--- src/rtl/wr_result_sink_pkg.sv ---
// Shared definitions for the write-result sink: result word width and frame-state encodings.
// The accelerator wrapper and the benches use the same values.
package wr_result_sink_pkg;

    localparam int RESULT_W = 21;

    typedef enum logic [1:0] {
        ST_IDLE = 2'd0,
        ST_RUN  = 2'd1,
        ST_DONE = 2'd2
    } frame_state_e;

    // Next value of a frame word counter that stops at all-ones instead of wrapping.
    function automatic logic [7:0] sat_inc8(input logic [7:0] value);
        if (value == 8'hFF) begin
            return value;
        end else begin
            return value + 8'd1;
        end
    endfunction

endpackage

--- src/rtl/wr_result_sink_sync_fifo.sv ---
// Single-clock FIFO with a registered pop port and registered occupancy flags.
// Push and pop are assumed to be already qualified by the caller.
module sync_fifo #(
    parameter int DATA_W = 21,
    parameter int DEPTH  = 8,
    parameter int AW     = 3
) (
    input  logic              clk,
    input  logic              rst,
    input  logic              push,
    input  logic [DATA_W-1:0] push_data,
    input  logic              pop,
    output logic [DATA_W-1:0] pop_data,
    output logic              pop_valid,
    output logic [AW:0]       count,
    output logic              full,
    output logic              empty
);

    localparam logic [AW:0] FULL_C = (AW+1)'(DEPTH);

    logic [DATA_W-1:0] mem_r [DEPTH];
    logic [AW-1:0]     wptr_r;
    logic [AW-1:0]     rptr_r;
    logic [AW:0]       count_r;
    logic [AW:0]       count_nxt_s;
    logic              full_r;
    logic              empty_r;
    logic [DATA_W-1:0] pop_data_r;
    logic              pop_valid_r;

    // Occupancy after this cycle's push/pop; a simultaneous push and pop leave it unchanged.
    always_comb begin
        count_nxt_s = count_r;
        case ({push, pop})
            2'b10:   count_nxt_s = count_r + {{AW{1'b0}}, 1'b1};
            2'b01:   count_nxt_s = count_r - {{AW{1'b0}}, 1'b1};
            default: count_nxt_s = count_r;
        endcase
    end

    // Storage array; contents need no reset because the pointers define what is valid.
    always_ff @(posedge clk) begin
        if (push) begin
            mem_r[wptr_r] <= push_data;
        end
    end

    // Pointers, flags and the registered pop port.
    always_ff @(posedge clk) begin
        if (!rst) begin
            wptr_r      <= {AW{1'b0}};
            rptr_r      <= {AW{1'b0}};
            count_r     <= {(AW+1){1'b0}};
            full_r      <= 1'b0;
            empty_r     <= 1'b1;
            pop_data_r  <= {DATA_W{1'b0}};
            pop_valid_r <= 1'b0;
        end else begin
            count_r     <= count_nxt_s;
            full_r      <= (count_nxt_s == FULL_C);
            empty_r     <= (count_nxt_s == {(AW+1){1'b0}});
            pop_valid_r <= pop;
            if (push) begin
                wptr_r <= wptr_r + {{(AW-1){1'b0}}, 1'b1};
            end
            if (pop) begin
                // Reads the pre-write entry even when wptr == rptr at full.
                pop_data_r <= mem_r[rptr_r];
                rptr_r     <= rptr_r + {{(AW-1){1'b0}}, 1'b1};
            end
        end
    end

    assign pop_data  = pop_data_r;
    assign pop_valid = pop_valid_r;
    assign count     = count_r;
    assign full      = full_r;
    assign empty     = empty_r;

endmodule

--- src/rtl/wr_result_sink.sv ---
// Receiving end of the accelerator write-result stream: buffers every word that fits,
// never stalls the writer, and tracks per-frame word count, completion and drops.
module wr_result_sink
    import wr_result_sink_pkg::*;
#(
    parameter int DATA_W = RESULT_W,
    parameter int DEPTH  = 8,
    parameter int AW     = 3,
    parameter int CNT_W  = 8
) (
    input  logic              clk,
    input  logic              rst,
    input  logic              start,
    input  logic              done,
    input  logic              wr_req,
    input  logic [DATA_W-1:0] wr_data,
    input  logic              rd_req,
    output logic [DATA_W-1:0] rd_data,
    output logic              rd_valid,
    output logic [AW:0]       count,
    output logic              empty,
    output logic              full,
    output logic [CNT_W-1:0]  frame_cnt,
    output logic              frame_done,
    output logic              overflow
);

    frame_state_e     state_r;
    logic [CNT_W-1:0] frame_cnt_r;
    logic [CNT_W-1:0] cnt_base_s;
    logic             frame_done_r;
    logic             overflow_r;
    logic             overflow_base_s;
    logic             rd_acc_s;
    logic             wr_acc_s;
    logic             full_s;
    logic             empty_s;

    // A read frees a slot in the same cycle, so a full FIFO still takes a concurrent write.
    always_comb begin
        rd_acc_s = rd_req & ~empty_s;
        wr_acc_s = wr_req & (~full_s | rd_acc_s);
    end

    // start clears the frame status first; this cycle's write is then counted on top.
    always_comb begin
        if (start) begin
            cnt_base_s      = {CNT_W{1'b0}};
            overflow_base_s = 1'b0;
        end else begin
            cnt_base_s      = frame_cnt_r;
            overflow_base_s = overflow_r;
        end
    end

    sync_fifo #(
        .DATA_W (DATA_W),
        .DEPTH  (DEPTH),
        .AW     (AW)
    ) u_fifo (
        .clk       (clk),
        .rst       (rst),
        .push      (wr_acc_s),
        .push_data (wr_data),
        .pop       (rd_acc_s),
        .pop_data  (rd_data),
        .pop_valid (rd_valid),
        .count     (count),
        .full      (full_s),
        .empty     (empty_s)
    );

    // Frame state machine with its counter and sticky status flags.
    always_ff @(posedge clk) begin
        if (!rst) begin
            state_r      <= ST_IDLE;
            frame_cnt_r  <= {CNT_W{1'b0}};
            frame_done_r <= 1'b0;
            overflow_r   <= 1'b0;
        end else begin
            if (wr_acc_s && (cnt_base_s != {CNT_W{1'b1}})) begin
                frame_cnt_r <= cnt_base_s + {{(CNT_W-1){1'b0}}, 1'b1};
            end else begin
                frame_cnt_r <= cnt_base_s;
            end
            overflow_r <= overflow_base_s | (wr_req & ~wr_acc_s);

            case (state_r)
                ST_IDLE: begin
                    if (start) begin
                        state_r      <= ST_RUN;
                        frame_done_r <= 1'b0;
                    end
                end
                ST_RUN: begin
                    if (start) begin
                        frame_done_r <= 1'b0;
                    end else if (done) begin
                        state_r      <= ST_DONE;
                        frame_done_r <= 1'b1;
                    end
                end
                ST_DONE: begin
                    if (start) begin
                        state_r      <= ST_RUN;
                        frame_done_r <= 1'b0;
                    end
                end
                default: begin
                    state_r      <= ST_IDLE;
                    frame_done_r <= 1'b0;
                end
            endcase
        end
    end

    assign full       = full_s;
    assign empty      = empty_s;
    assign frame_cnt  = frame_cnt_r;
    assign frame_done = frame_done_r;
    assign overflow   = overflow_r;

endmodule

--- config.mk ---
export PLATFORM = sky130hd
export DESIGN_NAME = wr_result_sink
export DESIGN_NICKNAME = d
export VERILOG_FILES = /design/src/rtl/wr_result_sink_pkg.sv /design/src/rtl/wr_result_sink_sync_fifo.sv /design/src/rtl/wr_result_sink.sv
export SDC_FILE = /design/constraint.sdc
export NUM_CORES = 1
export LEC_CHECK = 0
export ABC_AREA = 1
export BUFFER_PORTS_ARGS = -buffer_cell sky130_fd_sc_hd__buf_4
export CELL_PAD_IN_SITES_DETAIL_PLACEMENT = 0
export CELL_PAD_IN_SITES_GLOBAL_PLACEMENT = 2
export CORE_UTILIZATION = 40
export CTS_BUF_LIST = sky130_fd_sc_hd__clkbuf_16
export DETAILED_ROUTE_END_ITERATION = 8
export PLACE_DENSITY = 0.77
export SLEW_MARGIN = 20
export SYNTH_ARGS = -nofsm -noshare
export SYNTH_HDL_FRONTEND = slang
export SYNTH_SLANG_ARGS = --single-unit
--- constraint.sdc ---
create_clock -name clk -period 3.2 [get_ports clk]
set_input_delay 0.16 -clock clk [delete_from_list [all_inputs] [get_ports clk]]
set_output_delay 0.16 -clock clk [all_outputs]
set_load 0.02 [all_outputs]
==> results list, run 1 <==
- The flow ran to the end, and the final reports show no timing, DRC or antenna violations.
- 65 I/O pins were placed.
- Combinational family with the most area after synthesis: compound AO/OA/AOI/OAI gates
- Share of the yosys chip area belonging to registers: 0.697
- In this run the clock root is driven by a clkbuf_16.
* Post-synthesis share of cell area spent on full adders, half adders and majority gates: 0.00877
- Subtracting the final worst setup slack from the clock period gives roughly 2.2 ns.
* Final std cells w/o fill: 1,126
- The worst hold path belongs to the class primary input to register.
* Power after layout: 7.88 mW
- Data arrives at the worst endpoint at 2.62 ns.
- Global-route wire length before repair: 30,000 µm
- Compared with the post-synthesis result, the final layout area differs by 21.4%.
* Worst slew margin relative to its limit: 0.419
- TritonCTS created 24 clock buffers.
* RSZ-0062 raised after global routing: false
- DRC violations left: 0
* Clock transition time at the flip-flop clock pins of the worst setup and hold paths: 0.06 ns
- Counting every net in the synthesized netlist gives 778.
- The fraction of the mapped netlist area in compound gates came to 0.128.
* Crit path capture type: register
- The number of global-route vias before repair was between 5,000 and 6,000.
- Count of placed standard cells including taps: ~1,100
- Based on the critical path, the design can be clocked at up to between 400 and 500 MHz.
* Clk Latency, worst-skew pair: 0.50 ns
- Initial antenna violation count: 0
- For this design, the slowest cell found on the critical path is dfxtp_1.
- The region available for standard cell placement spans 21,000 µm².
- The net count of the finished layout is 866.
- The critical path is of the register to register type.
- Routing usage on met2: 0.276
- In this run the worst path has a maximum fanout of 9.
- Overall global routing resource usage: 0.180
* Dpl ws: 0.979 ns
- Of the total synthesized cell area, the portion taken by AND, OR, NAND and NOR gates is 0.118.
* Number of levels the H-tree was split into: 1
* Routability congestion estimate from global placement: 0.810
* Leak: 3.73 nW
- For the final database, setup skew stands at 0.00629 ns.
- At the pin with the least slew margin, the transition time is 0.870 ns.
- Grt total ovfl: 0
- DIE AREA: 22,000 µm²
- The die is 148 µm tall.
- Initial DRT Pass Iterations: 4
* Fin crit share: 0.693
- The initial utilization of the core area, before any placement, comes to 0.407.
- Row generation in the floorplan step produced 53 rows.
- Number of instances on the worst hold path: 3
- Total standard cell area after synthesis: 8560 µm²
* Minimum setup slack in the final design: 0.982 ns
- After detailed routing, the average wire length per cell comes to 17.3 µm.
* Depth of the worst register-to-register path: 16
- The max-slew violation count was 0.
- Delay contributed by the slowest stage of the critical path: 0.33 ns
- Summing over every cut layer, the via total after detailed routing is 5,737.
- The number of different library cells used by synthesis comes to 35.
* Post-route ant nets: 0
* Antenna fix cells: 0
* Global routing's busiest layer: met2
- Mux cell area share after synthesis: 0
- Counting every sink on the clock net gives between 200 and 250.
- Counting flops and latches in the post-synthesis netlist gives roughly 210.
- Setup Buffers After CTS: 0
* CP delay by family, top: simple AND/OR/NAND/NOR gates
* Peak ir drop on the vdd network: 0.000501 V
* Setup-violating endpoint count in the final report: 0
- After technology mapping, the gate count stands at 745.
* Via density per instance: 5.10
- In this run the power density over the cells is 758 nW/µm².
* Number of port buffers: 64
- For this run, the number of Yosys warnings is 0.
- First DRT Iteration DRCs: about 420
* Die X: 148 µm
- Levels on crit path: 16
- Among the stages of the critical path, the cell type that occurs most often is nand2_1.
* Cell breakdown of the critical path: inv_1 -> nand2_1 -> nand2_1 -> nand2_2 -> ha_1 -> nand2_1 -> inv_1 -> nor2_1 -> ha_1 -> inv_1 -> o21ai_0 -> nor2_1 -> nand3_1 -> nand2_1 -> nand2_1 -> inv_1
- Required time at the worst-slack endpoint: 3.61 ns
- Met3 capacity usage during global routing: 0.0285
- Final count of hold timing violations: 0
- Max-cap violations: 0
- Maximum number of pins on one net before global-route repair: 87
- The critical path contains buffers and inverters numbering 4 combined.
- Post-Route Setup TNS: 0 ns
* Startpoint kind of the worst setup timing path: register
- CTS tree: built
- Summed over all nets, the half-perimeter wirelength after detailed placement is 11,700 µm.
* Post-synthesis xor/xnor area fraction: 0.00409
- Counting along the longest clock path gives a buffer depth of 3.
- Worst slack on hold paths: about 0.08 ns
- For met1 alone, demand over resource in global routing was 0.266.
* Layout cells sized above 1: 0.159
- After synthesis, the mean cell area works out to 11.5 µm².
- Total Routed Length: 19,500 µm
## through the flow
step	area [µm²]	util
finish	10400	0.495
global placement	9290	0.442
detailed placement	9290	0.442
global route	10400	0.495
CTS	10400	0.495
floorplan	8560	-
## logic make-up (layout without fill, tap and decap cells)
kind of cell               count (synthesis)  count (layout)
and+or+nand+nor                          250             250
DFF                                      214             214
AOI/OAI and AO/OA                        196             196
buffers and inverters                     75             181
adders and majority gates                  6               6
xor gates and xnor gates                   4               4
## synthesized netlist by cell type (all sizes together)
library cell	n	area [µm²]
edfxtp	168	5040
nor2	164	628
o21ai	116	581
nand2	68	270
dfxtp	46	921
o211ai	42	315
a21oi	36	188
inv	34	135
clkbuf	22	85.1
buf	18	150
nand3	11	55.1
ha	6	75.1
nor3	3	20.0
xnor2	3	26.3
nand4	2	27.5
a211oi	1	7.51
clkinv	1	3.75
nand2b	1	6.26
nand3b	1	7.51
o21bai	1	7.51
xor2	1	8.76
## layer usage
layer | wire [µm] | up-vias
li1 | - | 2804
met1 | 9340 | 2747
met2 | 8720 | 163
met3 | 1140 | 23
met4 | 268 | 0
met5 | 0 | -
## worst min-delay path, delay by kind of cell
family / cells / cell delay [ns]
and+or+nand+nor: 2 / 0.14
buffers and inverters: 1 / 0.24
## where the power goes
| part | total, mW | switching (mW) | internal, mW |
|---|---|---|---|
| Combinational | 1.57 | 1.04 | 0.530 |
| Clock | 2.94 | 1.05 | 1.89 |
| Sequential | 3.37 | 0.119 | 3.25 |
| Total | 7.88 | 2.21 | 5.66 |
## flip-flops by register name, summed over array words and instances, names as in the netlist, 2 cells and up
signal / cells
u_fifo.wptr_r: 3
u_fifo.mem_r: 168
state_r: 2
frame_cnt: 8
u_fifo.count: 4
u_fifo.rptr_r: 3
u_fifo.pop_data: 21
## final timing paths
check / slack (ns) / startpoint / end
setup / recovery: 0.98 / u_fifo.empty / u_fifo.empty
hold / removal: 0.08 / rst / frame_cnt[5]
setup reg to reg: 0.98 / u_fifo.empty / u_fifo.empty
hold reg to reg: 0.47 / frame_done / frame_done
## area by class of cell
cell class	instances	area, µm²
sequential	214	5970
tap	275	344
inverter	35	139
clock inverter	19	236
timing repair buffer	102	841
multi-input combinational	456	2240
fill	1857	10600
clock buffer	25	626
## cells in the final DEF (no fill, tap or decap), types with 2 or more instances in the layout
master,Yosys,layout
bufinv_16,0,6
clkinv_1,1,4
ha_1,6,6
a21oi_1,34,34
dfxtp_1,46,44
buf_4,5,76
dlygate4sd3_1,0,25
nor2_1,161,153
nor3_1,2,2
edfxtp_1,168,168
nand2_1,64,64
nand2_2,3,3
inv_1,32,38
nand3_1,11,11
nor2_2,2,10
a21oi_2,2,2
xnor2_1,3,3
o211ai_1,42,42
clkbuf_16,0,25
dfxtp_2,0,2
o21ai_0,115,115
clkinv_2,0,3
## timing repair
item | 4_1_cts | 5_1_grt
resized for setup | 0 | 0
hold buffers | 25 | 0
hold endpoints to repair | 173 | 0
Power figures use the tool's default switching activity.
==> run 2, diff against run 1 <==
==> constraint.sdc (replaced) <==
create_clock -name clk -period 2.06 [get_ports clk]
set_input_delay 0.103 -clock clk [delete_from_list [all_inputs] [get_ports clk]]
set_output_delay 0.103 -clock clk [all_outputs]
set_load 0.02 [all_outputs]
==> results list, run 2 (same netlist as run 1, synthesis figures left out) <==
* Final count of hold timing violations: 0
- The tree is rooted in a clkbuf_16.
* Antenna fix cells: 0
* Initial antenna violation count: 0
* Core box area: 21,000 µm²
* Initial cell density of the core: 0.407
- In this run the count of I/O pins placed on the die edge is 65.
* Power share of the sequential group: 0.461
* Clk Latency, worst-skew pair: 0.49 ns
- Global-route wire length before repair: 30,000 µm
* Most frequent cells in the layout: edfxtp_1 (168), nor2_1 (151), o21ai_0 (114), buf_4 (80), nand2_1 (63)
- In the final routed layout, each cell accounts on average for 16.6 µm.
* Initial DRT Pass Iterations: 5
- At the pin with the least slew margin, the transition time is 0.501 ns.
- Post-Route Setup TNS: 0 ns
- Vias: around 5,700
- Post-route ant nets: 0
- Clk sink count: 214
- Max Fanout on Critical Path: 4
- Switching power: 3.33 mW
- Setup violations remaining at the end of the flow were counted as 0.
- Of the total power, the clock network draws 0.317.
- DRC violations left: 0
- Entering global routing, the biggest net connects 87 pins.
* Total Routed Length: 18,800 µm
- Required time at the worst-slack endpoint: 2.45 ns
- Register bank with the most flops: u_fifo.mem_r
- Crit path DAT: 2.28 ns
- Compared with the post-synthesis result, the final layout area differs by 21.4%.
* Grt total ovfl: 0
- The tool flagged a number of max-cap violations equal to 0.
- The max-slew violation count was 0.
- In the finished design, the share of the clock period the worst path needs comes to 0.914.
- Summed over all nets, the half-perimeter wirelength after detailed placement is 10,600 µm.
- The path class of the tightest hold or removal check is primary input to register.
* Share of total power in combinational logic: 0.223
- During placement, the flow inserted port buffers numbering 64.
- Flip-flop count of the largest register, all copies and words added: 168
* Crit path capture type: register
* CTS tree: built
- Post-CTS timing repair inserted 0 buffers for setup.
- Layout cells sized above 1: 0.171
- Counting the buffers created by CTS gives 23.
- Proportion of total power due to net switching: 0.294
* RSZ-0062 raised after global routing: false
- Die outline height: between 100 and 150 µm
- The worst setup path is launched from a register.
- No sink is reached through more buffers than the 3 on the longest clock path.
* Number of core rows: 53
- Peak ir drop on the vdd network: about 0.00062 V
- Min cycle time layout: 1.88 ns
* DIE AREA: 22,000 µm²
- Clock transition time at the flip-flop clock pins of the worst setup and hold paths: 0.06 ns
- Power after layout: approximately 11 mW
* Leak: between 3 and 4 nW
* Overall global routing resource usage: 0.176
* Via density per instance: 5.06
- Static timing analysis puts the maximum clock frequency at 531 MHz.
- In this run, the number of DRC markers left after iteration 0 of detailed routing was roughly 380.
- The number of global-route vias before repair came to 5,561.
- Number of levels the H-tree was split into: 1
* Leading cell type in the layout, fill and taps excluded: edfxtp_1
* Power Density: 1090 nW/µm²
- Die X: 148 µm
* Outcome: completed
- At the end of routability-driven placement, the weighted congestion stood at 0.770.
* Max Clock Skew: 0.0103 ns
- The internal power of the cells totals 7.98 mW.
* Final layout net count: 877
* Crit Path Class: register to register
- Headroom to the max-slew limit came out at 0.666.
## run 2: final timing paths
| path | startpoint | end | slack, ns | depth (start not counted) |
|---|---|---|---|---|
| setup / recovery | u_fifo.empty | u_fifo.empty | 0.18 | 16 |
| hold / removal | rd_req | u_fifo.pop_valid | 0.02 | 4 |
| setup reg to reg | u_fifo.empty | u_fifo.empty | 0.18 | 16 |
| hold reg to reg | overflow | overflow | 0.47 | 2 |
## run 2: area by class of cell
cell class	instances	area (µm²)
repair buffers	114	1020
fillers	1867	10600
inverters	35	140
multi-input cells	456	2260
well taps	275	344
clock buffers	23	576
flip-flops and latches	214	5970
clock inverters	18	77.6
## run 2: per-stage QoR
step | hold WS [ns] | instance area, µm² | cells | worst slack (ns) | util
floorplan | 0.202 | 8580 | 745 | -0.196 | -
detailed placement | 0.336 | 9460 | 1068 | 0.162 | 0.450
global route | 0.0251 | 10400 | 1135 | 0.00371 | 0.494
global placement | 0.336 | 9460 | 1068 | 0.163 | 0.450
finish | 0.0167 | 10400 | 1135 | 0.176 | 0.494
CTS | 0.00274 | 10400 | 1135 | 0.139 | 0.493
## run 2: per-layer routing
metal	up-vias	part of all wire	track usage
li1	2822	-	-
met1	2779	0.45	0.243
met2	117	0.48	0.292
met3	26	0.055	0.0227
met4	0	0.016	0.0510
met5	-	0	0
## run 2: worst max-delay path, stage by stage, from the launching register on
cell	delay [ns]
dfxtp_2	0.32
inv_1	0.04
nand2_2	0.08
nand2_1	0.07
nand2_2	0.07
ha_1	0.21
nand2_1	0.07
inv_1	0.08
nor2_2	0.05
ha_1	0.18
a21oi_2	0.14
nand2b_1	0.15
nand3_2	0.08
nand3_2	0.08
nand2_1	0.05
nand2_1	0.07
inv_1	0.03
## run 2: power by group through the flow
stage / logic [mW] / registers (mW) / clock network, mW
floorplan: 1.44 / 5.47 / 0
detailed placement: 2.47 / 5.29 / 0
global route: 2.85 / 5.25 / 3.88
global placement: 2.45 / 5.29 / 0
CTS: 2.53 / 5.21 / 3.69
finish: 2.52 / 5.21 / 3.58
## run 2: timing repair
| action | 4_1_cts | 5_1_grt |
|---|---|---|
| setup endpoints to repair | 0 | 2 |
| hold endpoints to repair | 172 | 0 |
| resized for setup | 0 | 6 |
| hold buffers | 26 | 0 |
==> run 3, diff against run 2 <==
--- a/config.mk
+++ b/config.mk
@@ -9,6 +9,7 @@
 export BUFFER_PORTS_ARGS = -buffer_cell sky130_fd_sc_hd__buf_4
 export CELL_PAD_IN_SITES_DETAIL_PLACEMENT = 0
 export CELL_PAD_IN_SITES_GLOBAL_PLACEMENT = 2
+export CORE_ASPECT_RATIO = 0.7
 export CORE_UTILIZATION = 40
 export CTS_BUF_LIST = sky130_fd_sc_hd__clkbuf_16
 export DETAILED_ROUTE_END_ITERATION = 8
==> results list, run 3 (same netlist as run 1, synthesis figures left out) <==
* Initial antenna violation count: 1
- Power share of the sequential group: 0.465
- Dominant cell type by count on the critical path: nand2_1
* Die X: 177 µm
- The number of cells on the worst reg-to-reg path is 16.
- Outcome: completed
* Most frequent cells in the layout: edfxtp_1 (168), nor2_1 (153), o21ai_0 (114), buf_4 (85), nand2_1 (63)
- Share of total power in combinational logic: 0.219
- I/O pin total: 65
- Leading cell type in the layout, fill and taps excluded: edfxtp_1
- Relative to the synthesized area, the layout overhead comes to 21.6%.
* Maximum number of pins on one net before global-route repair: 87
- CP delay by family, top: simple AND/OR/NAND/NOR gates
* Min cycle time layout: between 1.5 and 2 ns
- Final std cells w/o fill: about 1,100
- Summed over all nets, the switching power comes to 3.31 mW.
- Across every metal layer, demand over resource in global routing totals 0.175.
* Startpoint of the most critical hold path: wr_data[8]
- The worst setup path is launched from a register.
- The first global-routing pass estimated 30,000 µm of wire.
- Total Routed Length: 19,000 µm
* Required time at the worst-slack endpoint: around 2.5 ns
- More flip-flops sit in one register than any other, and that register is u_fifo.mem_r.
* Via density per instance: 4.99
- Clock network power share: 0.316
* Final count of hold timing violations: 0
- Worst slew margin relative to its limit: 0.553
- TritonCTS built the clock tree.
* Initial DRT Pass Iterations: 4
* Post-DP HPWL: 11,400 µm
- In this run the power density over the cells is 1080 nW/µm².
- Data on the critical path arrives at its endpoint at 2.25 ns.
* Worst Tran Pin Value: 0.670 ns
- The critical path contains buffers and inverters numbering 3 combined.
- Die outline height: 124 µm
- Vias: 5,679
* Cell at the slowest stage of the critical path: dfxtp_2
- DRC violations left: 0
- Delay contributed by the slowest stage of the critical path: 0.32 ns
- The later pin in the worst-skew pair is clocked with a latency of 0.50 ns.
- Capture instance of the worst register-to-register path: u_fifo.empty
- Vias in the first global route: 5,490
- Clock transition time at the flip-flop clock pins of the worst setup and hold paths: 0.06 ns
* Worst hold path endpoint: u_fifo.mem_r[5][8]
- Number of instances on the worst hold path: 2
* Crit Path Class: register to register
- Of all nets on the critical path, the largest fanout is 7.
- First DRT Iteration DRCs: 348
- The die covers 22,000 µm².
* Peak ir drop on the vdd network: approximately 0.00064 V
* Count of placed standard cells including taps: ~1,100
- CTS max path bufs: 3
* Routability congestion estimate from global placement: 0.756
- After global routing the overflow that remains totals 0.
- Dividing the final minimum period by the clock period gives 0.902.
- Worst reg-to-reg setup slack: 0.20 ns
- Across the routed clock network, the largest skew measured is 0.0104 ns.
- Number of levels the H-tree was split into: 1
- Cell at the root of the clock tree: clkbuf_16
* Clk sink count: 214
* Cell breakdown of the critical path: inv_1 -> nand2_4 -> nand2_1 -> nand2_2 -> ha_2 -> nand2_1 -> inv_1 -> nor2_1 -> ha_1 -> a21oi_2 -> nand2b_1 -> nand3_1 -> nand3_1 -> nand2_1 -> nand2_1 -> inv_1
- Number of port buffers: 64
- In the final design database the tool counted around 880 nets.
* Flip-flop count of the largest register, all copies and words added: 168
- Dividing the detail-routed wire length by the instance count gives approximately 17 µm.
- Core box area: 20,900 µm²
- Timing-limited maximum frequency: 538 MHz
- Antenna fix cells: 0
- Post-route ant nets: 0
* Number of core rows: 44
* Max Slew Vio Count: 0
- Levels on crit path: 16
- Setup-violating endpoint count in the final report: 0
- Crit path capture type: register
- RSZ-0062 raised after global routing: false
- In the final layout, the share of cells above drive strength 1 is 0.171.
- Once layout is complete, the utilization of the core stands at 0.499.
- Proportion of total power due to net switching: 0.294
- Initial cell density of the core: 0.410
- Counting the buffers created by CTS gives 22.
- Max-cap violations: 0
- In this run the static leakage power is 3.75 nW.
* Cell-internal power: 7.94 mW
* Worst min-delay path class: primary input to register
- Worst r2r src: u_fifo.empty
==> run 3: changes by cell type in the layout (fill, tap and decap cells not counted), sizes merged <==
cell	previous run	this run
buf	88	92
dlygate4sd3	26	28
clkinv	10	6
clkinvlp	0	1
==> run 3: power groups by stage <==
stage	Sequential (mW)	Clock (mW)	Combinational, mW
final	5.24	3.55	2.46
after global routing	5.27	3.81	2.76
after CTS	5.24	3.64	2.49
after detailed placement	5.33	0	2.44
after global placement	5.31	0	2.41
after floorplan	5.47	0	1.44
==> run 3: layout make-up <==
cell class	instances	area (µm²)
tap	276	345
inverter	35	140
multi-input combinational	456	2260
clock buffer	23	576
timing repair buffer	120	1060
clock inverter	15	68.8
fill	1859	10500
sequential	214	5970
==> run 3: worst max-delay path by stage <==
stage / startpoint / endpoint
6_report: u_fifo.empty / u_fifo.empty
5_1_grt: u_fifo.empty / u_fifo.empty
3_3_place_gp: u_fifo.empty / u_fifo.empty
3_5_place_dp: u_fifo.empty / u_fifo.empty
2_1_floorplan: u_fifo.empty / u_fifo.mem_r[0][0]
4_1_cts: u_fifo.empty / u_fifo.empty
==> run 3: per-layer routing <==
metal,global-route usage,share of wire,routed length (µm)
met5,0,0.0010,19
met4,0.0375,0.016,301
met3,0.0287,0.037,699
met2,0.281,0.46,8740
met1,0.250,0.49,9240
==> run 3: worst reg2reg max path, cell delays in order, from the launching register on <==
cell and delay [ns]:
dfxtp_2 0.32, inv_1 0.06, nand2_4 0.09, nand2_1 0.07, nand2_2 0.07, ha_2 0.20
nand2_1 0.06, inv_1 0.07, nor2_1 0.06, ha_1 0.19, a21oi_2 0.12, nand2b_1 0.12
nand3_1 0.09, nand3_1 0.10, nand2_1 0.05, nand2_1 0.07, inv_1 0.03
==> run 3: per-stage QoR <==
stage	area, µm²	hold slack [ns]	setup WS (ns)	total power, mW	setup TNS [ns]
2_1_floorplan	8580	0.202	-0.196	6.92	-16.52
3_3_place_gp	9480	0.336	0.119	7.72	0
3_5_place_dp	9480	0.344	0.116	7.76	0
4_1_cts	10400	0.367	0.0975	11.4	0
5_1_grt	10400	0.372	0.00501	11.9	0
6_report	10400	0.386	0.201	11.2	0
==> run 3: what timing repair did <==
| action | CTS | global route |
|---|---|---|
| setup buffers | 0 | 0 |
| setup endpoints to repair | 0 | 2 |
| hold buffers | 28 | 0 |
| resized for setup | 0 | 4 |
| hold endpoints to repair | 177 | 0 |
